`config.mk`:
```
export PLATFORM = sky130hd
export DESIGN_NAME = alu_share_ctrl
export DESIGN_NICKNAME = d
export VERILOG_FILES = /design/src/rtl/alu_share_ctrl.sv
export SDC_FILE = /design/constraint.sdc
export NUM_CORES = 1
export LEC_CHECK = 0
export ABC_AREA = 1
export ABC_CLOCK_PERIOD_IN_PS = 8100
export CAP_MARGIN = 20
export CORE_AREA = 2 2 127 129
export DETAILED_ROUTE_END_ITERATION = 8
export DIE_AREA = 0 0 129 131
export DONT_BUFFER_PORTS = 1
export PLACE_DENSITY = 0.52
export SLEW_MARGIN = 30
export SYNTH_ARGS = -nofsm -noshare
export SYNTH_HDL_FRONTEND = slang
export SYNTH_SLANG_ARGS = --single-unit
```
`constraint.sdc`:
```
create_clock -name clk -period 8.1 [get_ports clk]
set_input_delay 1.62 -clock clk [delete_from_list [all_inputs] [get_ports clk]]
set_output_delay 1.62 -clock clk [all_outputs]
set_load 0.03 [all_outputs]
```
`src/rtl/alu_share_ctrl.sv`:
```
// Shares one external ALU between two requesters, one operation in flight at a time.
// Define ALU_SHARE_RR_EN for round-robin arbitration; default build is fixed priority (requester 0 wins).
module alu_share_ctrl #(
  parameter int DATA_W = 32
) (
  input  logic              clk,
  input  logic              rst,
  input  logic              req0_valid,
  output logic              req0_ready,
  input  logic [DATA_W-1:0] req0_in1,
  input  logic [DATA_W-1:0] req0_in2,
  input  logic [3:0]        req0_cmd,
  input  logic              req0_s,
  input  logic              req1_valid,
  output logic              req1_ready,
  input  logic [DATA_W-1:0] req1_in1,
  input  logic [DATA_W-1:0] req1_in2,
  input  logic [3:0]        req1_cmd,
  input  logic              req1_s,
  output logic [DATA_W-1:0] alu_in1,
  output logic [DATA_W-1:0] alu_in2,
  output logic [DATA_W-1:0] alu_c,
  output logic [3:0]        alu_cmd,
  input  logic [DATA_W-1:0] alu_result,
  input  logic [3:0]        alu_status,
  output logic              rsp_valid,
  input  logic              rsp_ready,
  output logic              rsp_id,
  output logic [DATA_W-1:0] rsp_result,
  output logic [3:0]        rsp_status,
  output logic [3:0]        sr
);

  localparam logic [1:0] ST_IDLE = 2'd0;
  localparam logic [1:0] ST_EXEC = 2'd1;
  localparam logic [1:0] ST_RESP = 2'd2;

  logic [1:0]        state_q, state_d;
  logic [DATA_W-1:0] in1_q, in1_d;
  logic [DATA_W-1:0] in2_q, in2_d;
  logic [3:0]        cmd_q, cmd_d;
  logic              s_q, s_d;
  logic              id_q, id_d;
  logic [DATA_W-1:0] result_q, result_d;
  logic [3:0]        status_q, status_d;
  logic [3:0]        sr_q, sr_d;
  logic              grant1;
  logic              any_valid;
  logic              accept;

`ifdef ALU_SHARE_RR_EN
  logic ptr_q, ptr_d;

  // Requester 1 wins when alone, or when both are pending and the pointer favours it.
  assign grant1 = req1_valid && (!req0_valid || ptr_q);

  always_comb begin
    ptr_d = ptr_q;
    if (state_q == ST_IDLE && any_valid) begin
      ptr_d = ~grant1;
    end
  end

  always_ff @(posedge clk or posedge rst) begin
    if (rst) begin
      ptr_q <= 1'b0;
    end else begin
      ptr_q <= ptr_d;
    end
  end
`else
  assign grant1 = req1_valid && !req0_valid;
`endif

  assign any_valid  = req0_valid | req1_valid;
  assign accept     = (state_q == ST_IDLE) && any_valid && !rst;
  assign req0_ready = accept && !grant1;
  assign req1_ready = accept && grant1;

  always_comb begin
    state_d  = state_q;
    in1_d    = in1_q;
    in2_d    = in2_q;
    cmd_d    = cmd_q;
    s_d      = s_q;
    id_d     = id_q;
    result_d = result_q;
    status_d = status_q;
    sr_d     = sr_q;
    case (state_q)
      ST_IDLE: begin
        if (any_valid) begin
          state_d = ST_EXEC;
          id_d    = grant1;
          in1_d   = grant1 ? req1_in1 : req0_in1;
          in2_d   = grant1 ? req1_in2 : req0_in2;
          cmd_d   = grant1 ? req1_cmd : req0_cmd;
          s_d     = grant1 ? req1_s   : req0_s;
        end
      end
      ST_EXEC: begin
        state_d  = ST_RESP;
        result_d = alu_result;
        status_d = alu_status;
        if (s_q) begin
          sr_d = alu_status;
        end
      end
      ST_RESP: begin
        if (rsp_ready) begin
          state_d = ST_IDLE;
        end
      end
      default: state_d = ST_IDLE;
    endcase
  end

  always_ff @(posedge clk or posedge rst) begin
    if (rst) begin
      state_q  <= ST_IDLE;
      in1_q    <= '0;
      in2_q    <= '0;
      cmd_q    <= '0;
      s_q      <= 1'b0;
      id_q     <= 1'b0;
      result_q <= '0;
      status_q <= '0;
      sr_q     <= '0;
    end else begin
      state_q  <= state_d;
      in1_q    <= in1_d;
      in2_q    <= in2_d;
      cmd_q    <= cmd_d;
      s_q      <= s_d;
      id_q     <= id_d;
      result_q <= result_d;
      status_q <= status_d;
      sr_q     <= sr_d;
    end
  end

  // The carry fed to the ALU is the live SR.C, so back-to-back ops see each other's flags.
  assign alu_in1    = in1_q;
  assign alu_in2    = in2_q;
  assign alu_cmd    = cmd_q;
  assign alu_c      = {{(DATA_W-1){1'b0}}, sr_q[0]};
  assign rsp_valid  = (state_q == ST_RESP);
  assign rsp_id     = id_q;
  assign rsp_result = result_q;
  assign rsp_status = status_q;
  assign sr         = sr_q;

endmodule
```
==> run metrics, run 1 <==
gr ovfl total 0; P_leak 0.00321 uW; Total Neg Setup Slack 0 ns; worst endpoint data arrival time 2.72 ns; Logic pwr share 23.1%; max_cap viols 0; switching power 1350 uW; number of enable flip-flop cells after synthesis 0; vias in the first global route 3,925; clock-pin slew on the worst setup and hold paths 0.07 ns; total CTS buffers 9; CP Max Fanout 42; peak supply drop 0.137 mV; status finished clean; Post-synth top flop dfrtp_1; top cells by count, synth 453 x nand2_1, 112 x dfrtp_1, 70 x nand3_1; Die H 131 um; clock sinks 112; Final ANT Viol Nets 0; chip width 129 um; average wire per standard cell 15.3 um; Synth Register Bits 112; initial DRC count 146; P per Cell Area 451 mW/mm2; Clock Latency Late Sink 0.35 ns; initial antenna violation count 0; Power, Total 2570 uW; max-slew violations 0; total number of vias 4,390; io pins 323; root buffer cell clkbuf_16; GP Congestion 0.793; worst min path class reg -> reg; Final #Nets 888; highest clock rate 230 MHz; Final period util 53.6%; cts repair resizes 0; htree depth 3; Vias per Instance 4.72; Hold Buf Count CTS 0; Slew HR 40.4%; Worst Path Required 6.48 ns; port bufs 0; Post-Syn Area 0.00543 mm2; Slew @ Worst Pin 0.887 ns; Clk pwr share 16.2%; Int Power 1220 uW; largest net degree at the start of global routing 74; TritonCTS clock tree done; # setup viols final 0; top-count cell post-synth nand2_1; post-CTS setup buffers 0; Seq/Total Area, Yosys 51.6%; first-pass GRT wire length 20,400 um; startpoint types input pin; skew final 0.00750 ns; layout cell share with drive strength beyond 1 3.78%; FP Rows 46; Reg power frac 60.7%; Mapped Cells 738; area of the core 0.0156 mm2; CTS max path bufs 2; Warnings, synthesis 0; GR Util All Layers 15.6%; syn avg cell area 7.36 um2; crit path capture type output port; Area contributors post-synth dfrtp_1 52%, nand2_1 31%, nand3_1 6.4%; FFs w/ async S/R, synth 100%; share of the synthesized area in the top cell type 51.6%; DIE AREA 0.0169 mm2; DRC 0; DP HPWL 10,200 um; crit path time final 4.34 ns; Sw Ratio 52.6%; area delta synth->final 4.88%; Synth cell types 19; TritonRoute pass-1 iters 4; Fin. Hold Viols 0; critical path class in -> out; Synth area leader dfrtp_1; diodes inserted 0; overall routed net length 14,300 um; RSZ-0062 raised after global routing false; Initial Utilization 34.8%
-- path summary, 6_finish.rpt --
check | end | cells after the start | slack [ns] | startpoint
worst min-delay path | s_q$_DFFE_PP0P_ | 2 | 0.56 | s_q$_DFFE_PP0P_
worst max-delay path | req1_ready | 3 | 3.76 | req0_valid
max in group asynchronous | rsp_result[12]$_DFFE_PP0N_ | 2 | 5.65 | rst
worst min register to register | s_q$_DFFE_PP0P_ | 2 | 0.56 | s_q$_DFFE_PP0P_
worst max register to register | alu_in2[19]$_DFFE_PP0P_ | 6 | 6.22 | state_q[1]$_DFFE_PP0P_
min in group asynchronous | alu_in1[28]$_DFFE_PP0P_ | 1 | 1.21 | rst
-- worst max-delay path: stages --
cell and delay [ns]:
inv_2 0.46, nand3_1 0.18, nor2_1 0.46
-- registers in the layout (all words and copies together) (netlist names) --
name / cells
alu_in1: 32
alu_in2: 32
rsp_result: 32
alu_cmd: 4
rsp_status: 4
sr: 4
state_q: 2
rsp_id: 1
s_q: 1
-- per-layer routing --
metal	vias to the layer above	wire (um)	global-route usage (%)
met5	-	0	0
met4	0	215	5.75
met3	14	1460	5.21
met2	231	6760	25.9
met1	2004	5840	19.1
li1	2141	-	-
-- power groups by stage --
stage,clock network (uW),logic (uW),registers (uW)
after global placement,0,580,1580
after global routing,455,703,1600
after CTS,433,610,1570
after floorplan,0,525,1490
final,417,594,1560
after detailed placement,0,614,1580
-- cells by family after synthesis --
group	synth area share, %
compound gates	0.990
other cells	0.0690
simple gates	38.5
buf+inv	8.89
flops	51.6
-- layout by cell type, fill, tap and decap left out --
cell type and n:
dfrtp_1 112, o21ai_4 1, nor2_4 1, nand2_4 1, inv_1 6, nor3_1 1
nor2_2 1, clkbuf_1 2, nor2_1 3, o21ai_0 5, inv_6 1, o21ai_1 4
clkbuf_16 9, clkinvlp_4 2, inv_4 1, conb_1 31, clkbuf_8 1, clkinv_2 1
nand3_1 70, buf_4 5, inv_2 3, nand2_1 453
-- cell type report --
type                       instances  area (um2)
tap                              216         270
inverter                          10        40.0
multi-input combinational        571        2270
clock buffer                      12         246
clock inverter                     4        28.8
sequential                       112        2800
timing repair buffer               5        37.5
fill                            1679        9900
-- metrics by stage --
stage	instance area (um2)	utilization (%)	instances	hold WS, ns	setup WS, ns
after floorplan	5550	-	768	0.449	3.52
after global placement	5420	34.7	914	0.555	3.76
after detailed placement	5420	34.8	914	0.556	3.73
after CTS	5700	36.5	930	0.575	3.73
after global routing	5700	36.5	930	0.645	3.66
final	5700	36.5	930	0.555	3.76
Note: power is estimated with default switching activity, not from simulation.
==> inputs of run 2 (changes only) <==
--- a/config.mk
+++ b/config.mk
@@ -6,7 +6,7 @@
 export NUM_CORES = 1
 export LEC_CHECK = 0
 export ABC_AREA = 1
-export ABC_CLOCK_PERIOD_IN_PS = 8100
+export ABC_CLOCK_PERIOD_IN_PS = 4550
 export CAP_MARGIN = 20
 export CORE_AREA = 2 2 127 129
 export DETAILED_ROUTE_END_ITERATION = 8
==> constraint.sdc (replaced) <==
create_clock -name clk -period 4.55 [get_ports clk]
set_input_delay 0.91 -clock clk [delete_from_list [all_inputs] [get_ports clk]]
set_output_delay 0.91 -clock clk [all_outputs]
set_load 0.03 [all_outputs]
==> run 2 against run 1 <==
Register-to-register slack got worse by 3.9 ns. Setup slack got worse by 2.1 ns. Largest power group unchanged. Count of clock-buffer cells in the layout fell by 2. Core utilization is 0.14 points higher. Sequential power is 78% higher. Cell count unchanged. Wire length grew 0.43%.
==> run metrics, run 2 (synthesis gave the netlist of run 1 again) <==
initial DRC count 196 (+34%); Final ANT Viol Nets 0 (unchanged); layout cell share with drive strength beyond 1 3.92% (+0.14 points); RSZ-0062 raised after global routing false; max-slew violations 0 (unchanged); Fin. Hold Viols 0 (unchanged); DP HPWL 10,100 um (-0.65%); worst reg2reg path depth 6 (unchanged); highest clock rate 350 MHz; initial antenna violation count 0 (unchanged); Core Util, Final 36.7% (+0.14 points); Slew @ Worst Pin 0.879 ns (-0.00840 ns); Vias per Instance 4.78 (+1.3%); total number of vias 4,447 (+1.3%); root buffer cell clkbuf_16; gr ovfl total 0 (unchanged); cts repair resizes 0 (unchanged); critical path depth 3 (unchanged); worst endpoint data arrival time 1.94 ns (-0.78 ns); CP Max Fanout 3 (-93%); clock sinks 112 (unchanged); P per Cell Area 809 mW/mm2 (+79%); GR Util All Layers 16.1% (+0.49 points); Worst Path Required 3.64 ns (-2.84 ns); crit path capture type output port; area delta synth->final 5.30%; htree depth 3 (unchanged); critical path class reg -> out; CTS max path bufs 2 (unchanged); CP max stage delay 0.70 ns (+0.24 ns); commonest cells after routing, fill and taps aside 453 x nand2_1, 112 x dfrtp_1, 70 x nand3_1; first-pass GRT wire length 20,700 um (+1.5%); vias in the first global route 3,958 (+0.84%); total placed instance area 0.00543 mm2 (about the same); largest net degree at the start of global routing 83 (+12%); chip width 129 um (unchanged); Final period util 62.7%; Initial Utilization 34.8% (unchanged); FP Rows 46 (unchanged); crit path time final 2.85 ns; Finished Layout Cells 930 (unchanged); Die H 131 um (unchanged); Clock Latency Late Sink 0.35 ns (about the same); critical path's slowest cell nor3_1; area of the core 0.0156 mm2 (unchanged); post-CTS setup buffers 0 (unchanged); skew final 0.00818 ns (+0.000676 ns); P_leak 0.00323 uW (+0.56%); DIE AREA 0.0169 mm2 (unchanged); clock-pin slew on the worst setup and hold paths 0.08 ns (about the same); # setup viols final 0 (unchanged); most common cell after layout, fill and taps aside nand2_1; crit-path cells nor2_1 -> inv_2 -> nor3_1; peak supply drop 0.233 mV (+70%); Total Neg Setup Slack 0 ns (unchanged); Hold Buf Count CTS 0 (unchanged); TritonCTS clock tree done; worst min path class in -> async; max_cap viols 0 (unchanged); status finished clean; io pins 323 (unchanged); hold slack 0.545 ns (-0.0101 ns); port bufs 0 (unchanged); post-route cell area 0.00572 mm2 (+0.40%); startpoint types register; DRC 0 (unchanged); dpl cells 914 (unchanged); crit path buf inv count 1 (unchanged); total CTS buffers 9 (unchanged); average wire per standard cell 15.4 um (+0.43%); Crit path max-delay family simple AND/OR/NAND/NOR gates; TritonRoute pass-1 iters 4 (unchanged); Slew HR 41.0% (+0.56 points); Final #Nets 888 (unchanged); GP Congestion 0.816 (+2.9%); diodes inserted 0 (unchanged); overall routed net length 14,300 um (+0.43%)
run 2: changes by cell type in the layout (fill, tap and decap cells not counted), sizes merged:
cell / previous run / this run
clkbuf: 12 / 10
clkinv: 1 / 3
clkinvlp: 2 / 0
inv: 11 / 12
bufinv: 0 / 1
run 2: routing by layer:
metal	GRT usage, %	share of wire, %	vias up
li1	-	-	2144
met1	18.4	39	2053
met2	27.7	49	233
met3	5.70	10	17
met4	6.65	1.8	0
met5	0	0	-
run 2: area by class of cell:
type	count	area (um2)
Fill cell	1671	9880
Sequential cell	112	2800
Inverter	10	42.5
Timing Repair Buffer	5	37.5
Clock buffer	10	229
Multi-Input combinational cell	571	2270
Tap cell	216	270
Clock inverter	6	66.3
run 2: metrics by stage:
stage / power [uW] / setup slack (ns)
6_report: 4630 / 1.70
2_1_floorplan: 3590 / 0.681
3_5_place_dp: 3890 / 1.85
5_1_grt: 4960 / 1.60
4_1_cts: 4710 / 1.67
3_3_place_gp: 3850 / 1.86
run 2: worst paths after layout:
path / from / to / slack, ns
min in group clk: s_q$_DFFE_PP0P_ / s_q$_DFFE_PP0P_ / 0.55
worst min-delay path: rst / alu_in1[29]$_DFFE_PP0P_ / 0.55
worst max register to register: state_q[1]$_DFFE_PP0P_ / alu_in1[18]$_DFFE_PP0P_ / 2.27
worst min register to register: s_q$_DFFE_PP0P_ / s_q$_DFFE_PP0P_ / 0.55
max in group asynchronous: rst / rsp_result[1]$_DFFE_PP0N_ / 3.07
worst max-delay path: state_q[1]$_DFFE_PP0P_ / req0_ready / 1.70
run 2: power breakdown:
group	switching (uW)	total (uW)	internal (uW)
Combinational	732	1050	320
Sequential	1310	2780	1460
Clock	369	800	431
Total	2420	4630	2210
==> inputs of run 3 (changes only) <==
--- a/config.mk
+++ b/config.mk
@@ -6,13 +6,13 @@
 export NUM_CORES = 1
 export LEC_CHECK = 0
 export ABC_AREA = 1
-export ABC_CLOCK_PERIOD_IN_PS = 4550
+export ABC_CLOCK_PERIOD_IN_PS = 2600
 export CAP_MARGIN = 20
 export CORE_AREA = 2 2 127 129
 export DETAILED_ROUTE_END_ITERATION = 8
 export DIE_AREA = 0 0 129 131
 export DONT_BUFFER_PORTS = 1
-export PLACE_DENSITY = 0.52
+export PLACE_DENSITY = 0.54
 export SLEW_MARGIN = 30
 export SYNTH_ARGS = -nofsm -noshare
 export SYNTH_HDL_FRONTEND = slang
==> constraint.sdc (replaced) <==
create_clock -name clk -period 2.6 [get_ports clk]
set_input_delay 0.52 -clock clk [delete_from_list [all_inputs] [get_ports clk]]
set_output_delay 0.52 -clock clk [all_outputs]
set_load 0.03 [all_outputs]
==> run 3 against run 2 <==
Cell count grew 0.43%. Combinational power up 82%. First-iteration DRC count fell by 11%. Register-to-register slack got worse by 1.3 ns. Non-clock buffer count increased by 4. Setup slack worse by 1.2 ns. Die area unchanged. Power up 80%. Flip-flop and latch count unchanged. Cell area grew 1.8%. Via count grew 0.83%.
==> run metrics, run 3 (synthesis gave the netlist of run 1 again) <==
status finished clean; clock-pin slew on the worst setup and hold paths 0.08 ns (about the same); io pins 323 (unchanged); RSZ-0062 raised after global routing false; initial DRC count 174 (-11%); FP Rows 46 (unchanged); Clock Latency Late Sink 0.34 ns (about the same); FF-to-FF setup slack 0.98 ns (-1.29 ns); first-pass GRT wire length 20,900 um (+0.87%); worst min path class in -> async; layout cell share with drive strength beyond 1 4.60% (+0.67 points); Slew HR 57.6% (+17 points); P per Cell Area 1430 mW/mm2 (+76%); post-route cell area 0.00583 mm2 (+1.8%); root buffer cell clkbuf_16; CP max stage delay 0.41 ns (-0.29 ns); diodes inserted 0 (unchanged); crit path buf inv count 1 (unchanged); overall routed net length 14,500 um (+1.5%); Total Neg Setup Slack 0 ns (unchanged); Initial Utilization 34.8% (unchanged); vias in the first global route 4,041 (+2.1%); cell mode on critical path nor2_1; gr ovfl total 0 (unchanged); most common cell after layout, fill and taps aside nand2_1; total placed instance area 0.00549 mm2 (+1.1%); clock sinks 112 (unchanged); htree depth 3 (unchanged); critical path's slowest cell nor2_1; highest clock rate 466 MHz; DP HPWL 10,300 um (+2.0%); Fin. Hold Viols 0 (unchanged); peak supply drop 0.517 mV (+120%); commonest cells after routing, fill and taps aside 453 x nand2_1, 112 x dfrtp_1, 70 x nand3_1; worst endpoint data arrival time 1.63 ns (-0.31 ns); Vias per Instance 4.80 (+0.40%); P_leak 0.00327 uW (+1.3%); GP Congestion 0.776 (-4.9%); port bufs 0 (unchanged); chip width 129 um (unchanged); average wire per standard cell 15.6 um (+1.1%); Worst Path Required 2.08 ns (-1.56 ns); Die H 131 um (unchanged); Hold Buf Count CTS 0 (unchanged); Slew @ Worst Pin 0.635 ns (-0.244 ns); Final period util 82.5%; DIE AREA 0.0169 mm2 (unchanged); critical path class reg -> out; initial antenna violation count 0 (unchanged); crit path time final 2.15 ns; CP Max Fanout 3 (unchanged); multi-input logic area 0.00227 mm2 (-0.22%); CTS max path bufs 2 (unchanged); Final ANT Viol Nets 0 (unchanged); Core Util, Final 37.4% (+0.67 points); # setup viols final 0 (unchanged); FF+latch area 0.00280 mm2 (unchanged); max-slew violations 0 (unchanged); startpoint types register; cts repair resizes 0 (unchanged); area delta synth->final 7.23%; Crit path max-delay family simple AND/OR/NAND/NOR gates; crit path capture type output port; total number of vias 4,484 (+0.83%); largest net degree at the start of global routing 74 (-11%); # fillers 1,669 (-0.12%); DRC 0 (unchanged); TritonRoute pass-1 iters 4 (unchanged); max_cap viols 0 (unchanged); Final #Nets 892 (+0.45%); GR Util All Layers 16.1% (-0.071 points); post-CTS setup buffers 0 (unchanged); skew final 0.00587 ns (-0.00232 ns); TritonCTS clock tree done; crit-path cells nor2_1 -> nand3_1 -> nor2_1 -> buf_4; total CTS buffers 9 (unchanged); area of the core 0.0156 mm2 (unchanged)
==> run 3: area by class of cell <==
type	instances	area share, %
clock inverter	6	1.65
timing repair buffer	9	1.87
multi-input combinational	571	38.9
tap	216	4.64
clock buffer	10	4.10
inverter	10	0.709
sequential	112	48.1
==> run 3: report_power, final <==
group | internal [uW] | switching (uW) | total [uW]
clock | 885 | 643 | 1530
sequential | 2560 | 2320 | 4880
combinational | 606 | 1310 | 1910
==> run 3: routing by layer <==
metal,vias to the layer above,GRT usage (%),part of all wire [%]
met4,0,6.14,1.6
met5,-,0,0
met2,217,28.3,50
met3,15,5.66,9.7
met1,2108,17.9,39
li1,2144,-,-
==> run 3: worst reg2reg max path, delay by kind of cell (launching register included) <==
kind          cells  cell delay [ns]
simple gates      4             0.75
flops             1             0.40
buf+inv           2             0.40
==> run 3: worst paths after layout <==
kind,depth (start not counted),endpoint,from
max,4,req1_ready,state_q[1]$_DFFE_PP0P_
min,2,rsp_id$_DFFE_PP0P_,rst
max reg2reg,6,alu_in1[6]$_DFFE_PP0P_,state_q[1]$_DFFE_PP0P_
min reg2reg,2,s_q$_DFFE_PP0P_,s_q$_DFFE_PP0P_
max in group asynchronous,2,alu_in2[12]$_DFFE_PP0P_,rst
min in group clk,2,rsp_result[6]$_DFFE_PP0N_,alu_result[6]
==> run 3: through the flow <==
step	cells	hold slack, ns	worst slack, ns	power (uW)
6_report	934	0.210	0.455	8320
5_1_grt	934	0.253	0.346	8870
4_1_cts	934	0.222	0.387	8450
3_5_place_dp	918	0.562	0.778	6880
3_3_place_gp	918	0.569	0.783	6790
2_1_floorplan	768	0.449	0.557	6280
